## config.mk

```make
export PLATFORM = sky130hd
export DESIGN_NAME = wide_add_sequencer
export DESIGN_NICKNAME = d
export VERILOG_FILES = /design/src/rtl/wide_add_sequencer.sv
export SDC_FILE = /design/constraint.sdc
export NUM_CORES = 2
export LEC_CHECK = 0
export BUFFER_PORTS_ARGS = -buffer_cell sky130_fd_sc_hd__buf_2
export CAP_MARGIN = 15
export CORE_AREA = 2 2 376 378
export DETAILED_ROUTE_END_ITERATION = 10
export DIE_AREA = 0 0 378 380
export SETUP_SLACK_MARGIN = 0.15
export SYNTH_ARGS = -nofsm -noshare
export SYNTH_HDL_FRONTEND = slang
export SYNTH_SLANG_ARGS = --single-unit
export TNS_END_PERCENT = 5
```

## constraint.sdc

```tcl
create_clock -name clk -period 3.6 [get_ports clk]
set_clock_uncertainty 0.15 [all_clocks]
set_input_delay 0.36 -clock clk [delete_from_list [all_inputs] [get_ports clk]]
set_output_delay 0.36 -clock clk [all_outputs]
set_load 0.01 [all_outputs]
```

## src/rtl/wide_add_sequencer.sv

```systemverilog
// wide_add_sequencer: issues a wide add/subtract one 64-bit slice per cycle
// to an external adder that has a single register stage. It chains the
// adder's registered carry-out into the next slice and assembles the wide
// result behind a valid/ready output port.
module wide_add_sequencer #(
  parameter int WORDS = 4
) (
  input  logic                 clk,
  input  logic                 rst,
  input  logic                 in_valid,
  output logic                 in_ready,
  input  logic [64*WORDS-1:0]  in_a,
  input  logic [64*WORDS-1:0]  in_b,
  input  logic                 in_cin,
  input  logic                 in_sub,
  output logic [63:0]          add_a,
  output logic [63:0]          add_b,
  output logic                 add_cin,
  input  logic [63:0]          add_sum,
  input  logic                 add_cout,
  output logic                 out_valid,
  input  logic                 out_ready,
  output logic [64*WORDS-1:0]  out_sum,
  output logic                 out_cout
);

  localparam int W  = 64 * WORDS;
  localparam int CW = $clog2(WORDS + 1);
  localparam logic [CW-1:0] LAST = CW'(WORDS);

  typedef enum logic [1:0] {IDLE, RUN, DONE} state_t;

  state_t        state;
  logic [CW-1:0] cnt;
  logic [W-1:0]  a_reg;
  logic [W-1:0]  b_reg;
  logic          cin0;

  assign in_ready = (state == IDLE);

  // Slice issue: while RUN has a slice left to send, present that slice; the
  // first slice takes the request carry, later ones chain the adder's carry.
  always_comb begin
    add_a   = '0;
    add_b   = '0;
    add_cin = 1'b0;
    if (state == RUN) begin
      for (int k = 0; k < WORDS; k++) begin
        if (cnt == CW'(k)) begin
          add_a   = a_reg[k*64 +: 64];
          add_b   = b_reg[k*64 +: 64];
          add_cin = (k == 0) ? cin0 : add_cout;
        end
      end
    end
  end

  // Control FSM: latch the request, step through the slices capturing each
  // adder result one cycle after issue, then hold the result until taken.
  always_ff @(posedge clk or negedge rst) begin
    if (!rst) begin
      state     <= IDLE;
      cnt       <= '0;
      a_reg     <= '0;
      b_reg     <= '0;
      cin0      <= 1'b0;
      out_sum   <= '0;
      out_cout  <= 1'b0;
      out_valid <= 1'b0;
    end else begin
      case (state)
        IDLE: begin
          if (in_valid) begin
            a_reg <= in_a;
            b_reg <= in_sub ? ~in_b : in_b;
            cin0  <= in_sub ? 1'b1 : in_cin;
            cnt   <= '0;
            state <= RUN;
          end
        end
        RUN: begin
          for (int k = 0; k < WORDS; k++) begin
            if (cnt == CW'(k + 1)) begin
              out_sum[k*64 +: 64] <= add_sum;
            end
          end
          cnt <= cnt + CW'(1);
          if (cnt == LAST) begin
            out_cout  <= add_cout;
            out_valid <= 1'b1;
            state     <= DONE;
          end
        end
        DONE: begin
          if (out_ready) begin
            out_valid <= 1'b0;
            state     <= IDLE;
          end
        end
        default: begin
          state <= IDLE;
        end
      endcase
    end
  end

endmodule

```

After elaboration in Yosys (flattened, before gate mapping)
Index checks and enable logic that the tools add are counted.

Flip-flop bits (word level): 776. Latch bits: 0. RAM bits: 0. Bits in read-only memories: 0. Input bits: 583. Logic and storage cells: 60. Memories: 0.

Add/subtract/negate cells: 1. Multiply operators: 0. Div/mod/pow operators: 0. $lt $le $gt $ge: 0. Eq/ne operators: 9. Shifts and indexed selects: 0. Muxes and demuxes: 26. Bitwise operators: 1. Reduce and logical (&&, ||, !) cells: 12.

Operator list (count): two-way mux 64 bit (10); two-way mux 256 bit (1); NOT 256 bit (1); AND reduction 2 bit (6); two-way mux 1 bit (8); equality test 3 x 2 -> 1 bit, second input constant (2); two-way mux 2 bit (3); case mux 2 bit (3 select lines) (1); case mux 3 bit (2 select lines) (1); AND reduction 3 bit (2); inequality test 2 bit, second input constant (2); nonzero test 2 bit (2); adder 3 x 1 -> 3 bit, second input constant (1); equality test 3 x 1 -> 1 bit, second input constant (1); equality test 3 bit, second input constant (1); logical NOT 3 bit (1); two-way mux 3 bit (1); equality test 2 x 1 -> 1 bit, second input constant (1); equality test 2 bit, second input constant (1); logical NOT 2 bit (1); inequality test 2 x 1 -> 1 bit, second input constant (1); case mux 1 bit (2 select lines) (1).

Depth between registers and ports, before layout
Depth in word-level cells: 6. Gate-level depth with buffers: 8. Mapped depth without buffers: 5.

Worst setup path before layout
No wires, ideal clock.

Path kind: register to output. Start point: reg cnt[0]. End point: out add_a[23]. Arrival: 1.836 ns. Data required time: 3.090 ns. Path slack: 1.254 ns. Stages on the path, launching flop included: 8. Buffers on the path: 2. Cells stage by stage: dfrtp_1 ha_1 ha_1 nor4b_2 buf_2 clkbuf_1 o21ai_0 o21ai_0.

Cells in the longest elaborated chain, start to end: 6.

Ends and longest elaborated chain: from (decl) (RTL line 34) `logic [CW-1:0] cnt;`; from (signal assigned) (RTL line 87) `cnt <= cnt + CW'(1);`; logical NOT 3 bit (RTL line 49) `if (cnt == CW'(k)) begin`; two-way mux 64 bit (3 in a row) (RTL line 49); two-way mux 64 bit * (RTL line 49); two-way mux 64 bit * (RTL line 47) `if (state == RUN) begin`; to (decl) (RTL line 16) `output logic [63:0] add_a,`.

Mark *: on every way between the ends. The rest lies on a longest branch, timed or not.

Worst setup path after layout
Start point: reg cnt[1]. End point: out add_a[16].

The elaborated chain is that of the path after synthesis.

==> results.toml <==
[drt]
antenna_left = 0
drt_iter0_drc = 1758
wl_per_cell_um = 20.7
dr.pass1.iters = 5
wirelength_mm = 131
via_per_inst = 4.57
num_vias = 28900
drc = 0

[power_and_ir_drop]
p_sw_frac = 0.386
clkPwrFrac = 0.201
power_density_mw_per_mm2 = 871
combPwrFrac = 0.443
p_int_uw = 26900
pwr-share-seq = 0.356
p_leak_uw = 0.0216
power_switching_uw = 16900
ir_drop_v = 0.000553

[setup_path]
reg2reg_setup_slack_ns = 0.95
cp-start-kind = "flip-flop"
critPathArrivalTime_ns = 2.92
cp-end-kind = "output pin"
required_ns = 3.09
cp-startpoint = "cnt[1]"
critPathMaxFanout = 45
crit_type = "reg -> out"
ff2ff_path_depth = 6
crit_end = "add_a[16]"
worstReg2RegStart = "cnt[1]"
rr_endpoint = "out_sum[26]"

[yosys]
yosysWarnings = 0
synth.distinct_cells = 29
synth-seq-area-share = 0.570
synth-edff-count = 0
synth_ff_type = "dfrtp_1"
synth_most_common_cell = "dfrtp_1"
ys_ff_latch = 776
syn-instance-count = 2838
async_flop_share = 1.00
syn_area_mm2 = 0.0340
synth.area.top_cells = "dfrtp_1 (57%), mux2_2 (12%), xnor2_1 (6.6%)"
avgSynthCellArea_um2 = 12.0
yosysTopAreaCell = "dfrtp_1"
synth_common_cells = "dfrtp_1 (776), mux2_2 (349), nor2_1 (261), a21oi_1 (257), xnor2_1 (256)"
synth_nets = 3426
synth_top_cell_area_share = 0.570

[die]
die_x_um = 378
boundaryPins = 971
start_util = 0.245
die_area_mm2 = 0.144
core_mm2 = 0.139
die_h_um = 380
num_rows = 137

[sta]
max_freq_ghz = 0.292
finalSetupTns_ns = 0
setup-violations-final = 0
relSlewSlack = 0.422
rsz0062_at_grt = "true"
period_minus_slack_ns = 3.43
hold_viol_final = 0
timing.final.crit_share = 0.953
drv_slew = 0
tightest_slew_ns = 0.867

[final_layout]
seqCellArea_mm2 = 0.0194
syn2layout_area_growth_pct = 47.6
layout.nets = 4952
drive_gt1_frac = 0.356
fillCellCount = 13500
fin_area_mm2 = 0.0503
multi_input_area_mm2 = 0.0135

[placed_design]
placed_area_mm2 = 0.0412
dp_hpwl_mm = 89.2
port_buffers = 970
gp_congestion = 0.841

[worst_hold_path]
hold_class = "in -> reg"

[clocking]
cts_sinks = 776
htree_levels = 3
clockBufferDepth = 3
clk_pin_slew_ns = 0.06
tritoncts = "yes"
insertion_delay_ns = 0.67
root_buffer = "clkbuf_16"
cts_buffers = 85

[outcome]
status = "completed"

[grt]
grt_pass1_vias = 30300
antenna_found_initial = 25
grt.total_usage = 0.174
grt_first_pass_wirelength_mm = 190
grtUsageMet3 = 0.0433
grt_overflow = 0
met1_usage = 0.196
met2_usage = 0.308
busiest_layer = "met2"
grt_max_degree = 126

[flow_run]
drv_cap = 0
## layout by cell type (no fill, tap or decap), types with 10 or more instances in the layout
| cell | synthesis | layout |
|---|---|---|
| buf_4 | 30 | 67 |
| nor2_1 | 261 | 261 |
| o21ai_0 | 197 | 184 |
| clkbuf_8 | 0 | 16 |
| buf_2 | 112 | 968 |
| mux2_2 | 349 | 349 |
| clkbuf_1 | 74 | 27 |
| dfrtp_1 | 776 | 774 |
| dlygate4sd3_1 | 0 | 586 |
| xnor2_1 | 256 | 256 |
| o21ai_1 | 63 | 76 |
| clkbuf_16 | 0 | 88 |
| diode_2 | 0 | 10 |
| a221oi_1 | 128 | 126 |
| buf_12 | 0 | 32 |
| mux2_1 | 164 | 164 |
| clkinv_2 | 0 | 10 |
| a21oi_1 | 257 | 257 |
| nand2_1 | 132 | 132 |
## power groups by stage
stage / Sequential (uW) / Combinational [uW] / Clock (uW)
detailed placement: 15700 / 17800 / 0
CTS: 15600 / 18900 / 8970
global route: 16100 / 20900 / 9310
finish: 15600 / 19400 / 8780
global placement: 15500 / 17600 / 0
floorplan: 15700 / 9930 / 0
## kinds of logic after synthesis
logic type | after synthesis | synth area share
xor gates and xnor gates | 256 | 0.0659
AOI/OAI and AO/OA | 650 | 0.110
adders and majority gates | 5 | 0.00184
DFF | 776 | 0.570
muxes | 513 | 0.170
buffers and inverters | 233 | 0.0360
and+or+nand+nor | 405 | 0.0462
## through the flow
stage / hold WS (ns) / worst slack, ns / utilization / instances / total power [uW]
global route: 0.0343 / 0.115 / 0.361 / 6314 / 46300
detailed placement: 0.305 / 0.603 / 0.296 / 5548 / 33500
floorplan: -0.0856 / 1.25 / - / 2838 / 25600
CTS: 0.0000842 / 0.0692 / 0.360 / 6295 / 43500
global placement: 0.310 / 0.647 / 0.296 / 5548 / 33100
finish: 0.0760 / 0.170 / 0.361 / 6317 / 43800
## what timing repair did
action | 4_1_cts | 5_1_grt
endpoints found under the hold margin | 832 | 0
cloned | 3 | 3
buffers inserted | 4 | 9
pin swaps | 2 | 2
hold buffers | 586 | 0
resized for setup | 18 | 16
setup endpoints to repair | 97 | 127
## cell type report
| cell class | instances | share of cell area |
|---|---|---|
| diodes | 10 | 0.000498 |
| well taps | 1876 | 0.0467 |
| clock inverters | 26 | 0.00660 |
| flip-flops and latches | 776 | 0.386 |
| multi-input cells | 1829 | 0.269 |
| clock buffers | 128 | 0.0487 |
| repair buffers | 1668 | 0.242 |
| inverters | 4 | 0.000299 |
## critical path, cell delays in order (launching register included)
cell      delay, ns
dfrtp_1        0.42
buf_4          0.16
ha_4           0.17
buf_12         0.19
buf_4          0.32
a221oi_1       0.55
o21ai_1        0.14
buf_2          0.16
## layer usage
layer | share of wire | wire length [um]
met3 | 0.068 | 8870
met4 | 0.044 | 5760
met1 | 0.39 | 50500
met5 | 0.00050 | 65
met2 | 0.50 | 65800
## worst min-delay path by stage
stage / from / endpoint / slack (ns) / depth (start not counted)
after floorplan: rst / a_reg[0] / -0.09 / 0
after global placement: rst / out_sum[214] / 0.31 / 1
after detailed placement: rst / out_sum[85] / 0.31 / 1
after CTS: in_sub / b_reg[80] / 0.00008 / 3
after global routing: in_sub / b_reg[75] / 0.03 / 3
final: in_sub / b_reg[75] / 0.08 / 3
No activity file was read; power rests on OpenSTA's default activity.
